**src/rtl/ps2_host_tx.sv**
```systemverilog
// PS/2 host-to-device transmitter: inhibits the bus, issues request-to-send, then
// clocks out one command byte on device-generated clock edges and checks the ACK.
`timescale 1ns/1ps

module ps2_host_tx #(
    parameter int unsigned INHIBIT_CYCLES = 10_000,
    parameter int unsigned TIMEOUT_CYCLES = 1_500_000,
    parameter int unsigned SYNC_STAGES    = 2
) (
    input  logic       clk,
    input  logic       rst,
    input  logic [7:0] tx_data,
    input  logic       tx_valid,
    output logic       tx_ready,
    input  logic       ps2_clk_in,
    input  logic       ps2_data_in,
    output logic       ps2_clk_oe,
    output logic       ps2_data_oe,
    output logic       busy,
    output logic       rx_inhibit,
    output logic       tx_done,
    output logic       tx_nack,
    output logic       tx_timeout
);

    localparam int unsigned CNT_MAX = (INHIBIT_CYCLES > TIMEOUT_CYCLES) ? INHIBIT_CYCLES
                                                                         : TIMEOUT_CYCLES;
    localparam int unsigned CW = $clog2(CNT_MAX + 1);
    localparam logic [CW-1:0] INH_LAST = CW'(INHIBIT_CYCLES - 1);
    localparam logic [CW-1:0] TO_LAST  = CW'(TIMEOUT_CYCLES - 1);
    localparam logic [CW-1:0] CNT_ONE  = CW'(1);

    typedef enum logic [2:0] {
        IDLE,
        INHIBIT,
        RTS,
        SEND,
        ACK,
        WAIT_IDLE
    } state_t;

    state_t                 state;
    logic [SYNC_STAGES-1:0] clk_sync;
    logic [SYNC_STAGES-1:0] data_sync;
    logic                   clk_prev;
    logic                   clk_s;
    logic                   data_s;
    logic                   clk_fall;
    logic                   stalled;
    logic                   accept;
    logic                   idle_next;
    logic [CW-1:0]          cnt;
    logic [8:0]             frame;
    logic [3:0]             bit_cnt;

    assign clk_s     = clk_sync[SYNC_STAGES-1];
    assign data_s    = data_sync[SYNC_STAGES-1];
    assign clk_fall  = clk_prev & ~clk_s;
    assign stalled   = (cnt == TO_LAST) & ~clk_fall;
    assign accept    = tx_valid & tx_ready;
    assign idle_next = (state == IDLE) & ~accept;

    // Idle bus is high, so the chains reset to 1 to avoid a phantom falling edge.
    always_ff @(posedge clk) begin
        if (rst) begin
            clk_sync  <= '1;
            data_sync <= '1;
            clk_prev  <= 1'b1;
        end else begin
            clk_sync  <= {clk_sync[SYNC_STAGES-2:0], ps2_clk_in};
            data_sync <= {data_sync[SYNC_STAGES-2:0], ps2_data_in};
            clk_prev  <= clk_s;
        end
    end

    always_ff @(posedge clk) begin
        if (rst) begin
            state       <= IDLE;
            ps2_clk_oe  <= 1'b0;
            ps2_data_oe <= 1'b0;
            tx_ready    <= 1'b1;
            busy        <= 1'b0;
            rx_inhibit  <= 1'b0;
            tx_done     <= 1'b0;
            tx_nack     <= 1'b0;
            tx_timeout  <= 1'b0;
            cnt         <= '0;
            frame       <= '0;
            bit_cnt     <= '0;
        end else begin
            tx_done    <= 1'b0;
            tx_nack    <= 1'b0;
            tx_timeout <= 1'b0;
            // Handshake flags follow the registered state, so tx_ready rises the
            // cycle after a completion pulse rather than alongside it.
            tx_ready   <= idle_next;
            busy       <= ~idle_next;
            rx_inhibit <= ~idle_next;

            case (state)
                IDLE: begin
                    if (accept) begin
                        frame       <= {~^tx_data, tx_data};
                        bit_cnt     <= '0;
                        cnt         <= '0;
                        ps2_clk_oe  <= 1'b1;
                        ps2_data_oe <= 1'b0;
                        state       <= INHIBIT;
                    end
                end

                INHIBIT: begin
                    if (cnt == INH_LAST) begin
                        cnt         <= '0;
                        ps2_data_oe <= 1'b1;
                        state       <= RTS;
                    end else begin
                        cnt <= cnt + CNT_ONE;
                    end
                end

                RTS: begin
                    ps2_clk_oe <= 1'b0;
                    state      <= SEND;
                end

                SEND, ACK, WAIT_IDLE: begin
                    cnt <= clk_fall ? '0 : cnt + CNT_ONE;
                    if (stalled) begin
                        ps2_clk_oe  <= 1'b0;
                        ps2_data_oe <= 1'b0;
                        tx_timeout  <= 1'b1;
                        state       <= IDLE;
                    end else if (state == SEND && clk_fall) begin
                        bit_cnt <= bit_cnt + 4'd1;
                        if (bit_cnt == 4'd9) begin
                            ps2_data_oe <= 1'b0;
                            state       <= ACK;
                        end else begin
                            ps2_data_oe <= ~frame[0];
                            frame       <= {1'b0, frame[8:1]};
                        end
                    end else if (state == ACK && clk_fall) begin
                        if (data_s) begin
                            tx_nack <= 1'b1;
                            state   <= IDLE;
                        end else begin
                            state <= WAIT_IDLE;
                        end
                    end else if (state == WAIT_IDLE && clk_s && data_s) begin
                        tx_done <= 1'b1;
                        state   <= IDLE;
                    end
                end

                default: state <= IDLE;
            endcase
        end
    end

endmodule

```
**config.mk**
```make
export PLATFORM = sky130hd
export DESIGN_NAME = ps2_host_tx
export DESIGN_NICKNAME = d
export VERILOG_FILES = /design/src/rtl/ps2_host_tx.sv
export SDC_FILE = /design/constraint.sdc
export NUM_CORES = 1
export LEC_CHECK = 0
export BUFFER_PORTS_ARGS = -buffer_cell sky130_fd_sc_hd__clkbuf_2
export CAP_MARGIN = 10
export CORE_MARGIN = 1
export CORE_UTILIZATION = 40
export DETAILED_ROUTE_END_ITERATION = 8
export SYNTH_ARGS = -nofsm -noshare
export SYNTH_HDL_FRONTEND = slang
export SYNTH_SLANG_ARGS = --single-unit
export TNS_END_PERCENT = 50
```
**constraint.sdc**
```tcl
create_clock -name clk -period 2.5 [get_ports clk]
set_input_delay 0.125 -clock clk [delete_from_list [all_inputs] [get_ports clk]]
set_output_delay 0.125 -clock clk [all_outputs]
set_load 0.01 [all_outputs]
```
==> flow_metrics.tcl <==
set metrics [dict create \
    power_density_nw_per_um2 847.6 \
    r2r_start "cnt[17]" \
    r2r_setup_slack_ns 0.17 \
    timing.rr.end "ps2_data_oe" \
    skew_ns 0.01776 \
    arrival_ns 2.54 \
    place_hpwl_um 4043 \
    muxShareOfSynthArea 0.03137 \
    worst_setup_path_end_kind "flip-flop" \
    cts_sinks 49 \
    initial_core_util 0.4236 \
    yosysUniqueCellTypes 54 \
    synth_top_family_by_area "simple AND/OR/NAND/NOR gates" \
    regArea_um2 980.9 \
    final_nets 343 \
    max_cap_violations 0 \
    setup.worst_path.start "cnt[17]" \
    h-tree-depth 2 \
    slew_headroom 0.2406 \
    p_int_w 0.001625 \
    fp.dieW_um 81.88 \
    ys_seq_area_frac 0.3843 \
    crit_path_end "ps2_data_oe" \
    drtIter0Drc 93 \
    rsz0062_at_grt "false" \
    die_area_um2 6704 \
    worstSetupPathType "reg -> reg" \
    cts_buffer_depth 2 \
    synth_adder_area_share 0.01471 \
    drtPass1Iterations 4 \
    postSynthCellCount 300 \
    fmaxAchievable_ghz 0.4289 \
    place.gp.congestion 0.8268 \
    rows 28 \
    wire_per_inst_um 13.91 \
    tns_ns 0 \
    critical_path.max_stage_delay_ns 0.53 \
    diodes 0 \
    antenna_found_initial 0 \
    async_flop_share 0 \
    synthXorXnorAreaFrac 0.07892 \
    cp_num_cells 5 \
    vias 2196 \
    comb_power_share 0.337 \
    ys.flop_type "dfxtp_1" \
    grt_pass1_vias 1902 \
    p_clk_frac 0.281 \
    grt_pass1_wl_um 9190 \
    cts_root_buf "clkbuf_8" \
    cts_tree "done" \
    ant_nets 0 \
    status "completed" \
    rr_worst_depth 5 \
    path_clk_slew_ns 0.10 \
    pwr-share-seq 0.382 \
    setup_violations 0 \
    crit_top_cell "or4_1" \
    ys_seq_elements 49 \
    hp-class "in -> reg" \
    slew_viol_final 0 \
    synth_area_um2 2552 \
    period_share 0.9326 \
    wirelength_um 5607 \
    numCtsBuffers 5 \
    area_growth_pct 14.31 \
    ir_drop_mv 0.4150 \
    synth_simple_gate_area_frac 0.2853 \
    ios 21 \
    min_from "tx_data[1]" \
    cp.required_ns 2.71 \
    drc 0 \
    setup.worst_path.start_class "flip-flop" \
    p_leak_nw 1.116 \
    cp.buffers_inverters 1 \
    fin_crit_ns 2.331 \
    insertion_delay_ns 0.32 \
    vias_per_cell 5.449 \
    syn_avg_cell_area_um2 8.508 \
    sw_frac_of_total 0.3430 \
    grt.overflow.total 0 \
    grt_max_degree 28 \
    die_h_um 81.88 \
    synth_compound_area_frac 0.1583 \
    synth_edf_count 0 \
    cp_slowest_cell "or4_1" \
    path_max_fanout 7 \
    cp_top_family "simple AND/OR/NAND/NOR gates" \
    whs_path_depth 3 \
    grt_use_total 0.1792 \
    final_util 0.4842 \
    nFillCells 579 \
    crit_chain "or4_1 -> or4_1 -> o21a_1 -> buf_4 -> o311a_2" \
    worst_pin_slew_ns 1.130 \
    core_um2 6026 \
    multiInputGateArea_um2 1456 \
    syn_nets 316 \
    p_switching_w 0.0008482 \
    io_buffers 20 \
    yosys_warnings 0 \
    hold_viol 0 \
    drive_gt1_frac 0.1585 \
]
==> layer usage <==
metal,vias up,global-route usage,part of all wire
li1,1129,-,-
met1,1028,0.2493,0.51
met2,31,0.2769,0.45
met3,8,0.03667,0.029
met4,0,0.05263,0.012
met5,-,0,0
==> worst min-delay path, cell delays in order <==
cell	delay, ns
clkbuf_2	0.09
mux2i_1	0.13
a211oi_1	0.08
==> logic make-up after synthesis <==
kind of cell / after synthesis
compound gates: 58
xor+xnor: 23
flops: 49
fa+ha+maj: 3
simple gates: 138
mux: 8
buf+inv: 21
==> timing repair <==
action | CTS | global route
resized for setup | 0 | 1
setup buffers | 0 | 0
endpoints found under the hold margin | 2 | 0
setup endpoints to repair | 0 | 3
hold buffers | 2 | 0
==> placed cells by master, fill, tap and decap left out, types with 2 or more instances in the layout <==
| master | instances |
|---|---|
| nor4b_1 | 2 |
| or4_1 | 3 |
| and3_1 | 4 |
| inv_1 | 7 |
| nor2b_1 | 7 |
| nand2_1 | 18 |
| a21oi_1 | 13 |
| nor3_1 | 5 |
| clkbuf_2 | 20 |
| mux2i_1 | 8 |
| a211oi_1 | 9 |
| nor4_1 | 6 |
| nand3_1 | 13 |
| o211ai_1 | 4 |
| nand2b_1 | 5 |
| o311ai_0 | 2 |
| o22ai_1 | 2 |
| a31oi_1 | 4 |
| and2_2 | 2 |
| xnor2_1 | 15 |
| o21ai_0 | 10 |
| xor2_1 | 8 |
| dfxtp_1 | 49 |
| clkbuf_8 | 5 |
| and3b_1 | 2 |
| bufinv_16 | 2 |
| dlygate4sd3_1 | 2 |
| buf_4 | 11 |
| nor2_1 | 43 |
| ha_1 | 3 |
| or2_2 | 4 |
| or3_1 | 6 |
| nand4_1 | 8 |
==> power by group through the flow <==
stage                     registers (W)  logic, W  clock network, W
after global routing           0.000962  0.000921          0.000733
final                          0.000945  0.000834          0.000694
after CTS                      0.000946  0.000832          0.000707
after floorplan                0.000961  0.000624                 0
after global placement         0.000960  0.000815                 0
after detailed placement       0.000964  0.000827                 0
==> through the flow <==
step / instance area (um2) / hold slack (ns) / total power [W] / std cells / setup WS, ns
finish: 2918 / 0.1459 / 0.002473 / 403 / 0.1685
global route: 2918 / 0.1747 / 0.002615 / 403 / 0.06707
CTS: 2913 / 0.1415 / 0.002485 / 403 / 0.09106
global placement: 2755 / 0.3066 / 0.001775 / 393 / 0.1630
detailed placement: 2755 / 0.3115 / 0.001791 / 393 / 0.09290
floorplan: 2552 / 0.2288 / 0.001586 / 300 / 0.1559
==> cell type report <==
cell class                      count  area share
Inverter                            7    0.009005
Tap cell                           75     0.03216
Clock inverter                      3     0.02358
Multi-Input combinational cell    230      0.4991
Sequential cell                    49      0.3362
Timing Repair Buffer               34     0.07633
Clock buffer                        5     0.02358
==> synth_stat cells (2+ instances only) <==
| library cell | instances | share of area |
|---|---|---|
| nand2b_1 | 5 | 0.012 |
| and3_1 | 4 | 0.0098 |
| o22ai_1 | 2 | 0.0049 |
| inv_1 | 7 | 0.010 |
| nand4_1 | 8 | 0.020 |
| a21oi_1 | 13 | 0.025 |
| ha_1 | 3 | 0.015 |
| a211oi_1 | 10 | 0.029 |
| clkbuf_1 | 8 | 0.012 |
| buf_6 | 5 | 0.022 |
| xor2_1 | 8 | 0.027 |
| a31oi_1 | 4 | 0.0098 |
| nand3_1 | 13 | 0.025 |
| nor2b_1 | 7 | 0.017 |
| nor3_1 | 5 | 0.0098 |
| nor4b_1 | 2 | 0.0069 |
| nor4_1 | 6 | 0.015 |
| or3_1 | 6 | 0.015 |
| and3b_1 | 2 | 0.0069 |
| o211ai_1 | 4 | 0.012 |
| mux2i_1 | 8 | 0.031 |
| nor2_1 | 43 | 0.063 |
| or4_1 | 3 | 0.0088 |
| dfxtp_1 | 49 | 0.38 |
| and2_2 | 2 | 0.0059 |
| o311ai_0 | 2 | 0.0069 |
| or2_2 | 4 | 0.0098 |
| xnor2_1 | 15 | 0.051 |
| o21ai_0 | 10 | 0.020 |
| nand2_1 | 18 | 0.026 |
==> flip-flops by register name, summed over array words and instances, names as in the netlist <==
register     cells
cnt             21
frame            9
bit_cnt          4
state            3
clk_sync         2
data_sync        2
clk_prev         1
ps2_clk_oe       1
ps2_data_oe      1
rx_inhibit       1
tx_done          1
tx_nack          1
tx_ready         1
tx_timeout       1
==> worst min path at each step <==
stage                       end  slack [ns]
floorplan           clk_sync[0]        0.23
detailed placement  clk_sync[0]        0.31
CTS                    frame[7]        0.14
global placement    clk_sync[0]        0.31
finish                 frame[1]        0.15
global route           frame[1]        0.17
(Power assumes the default switching activity.)
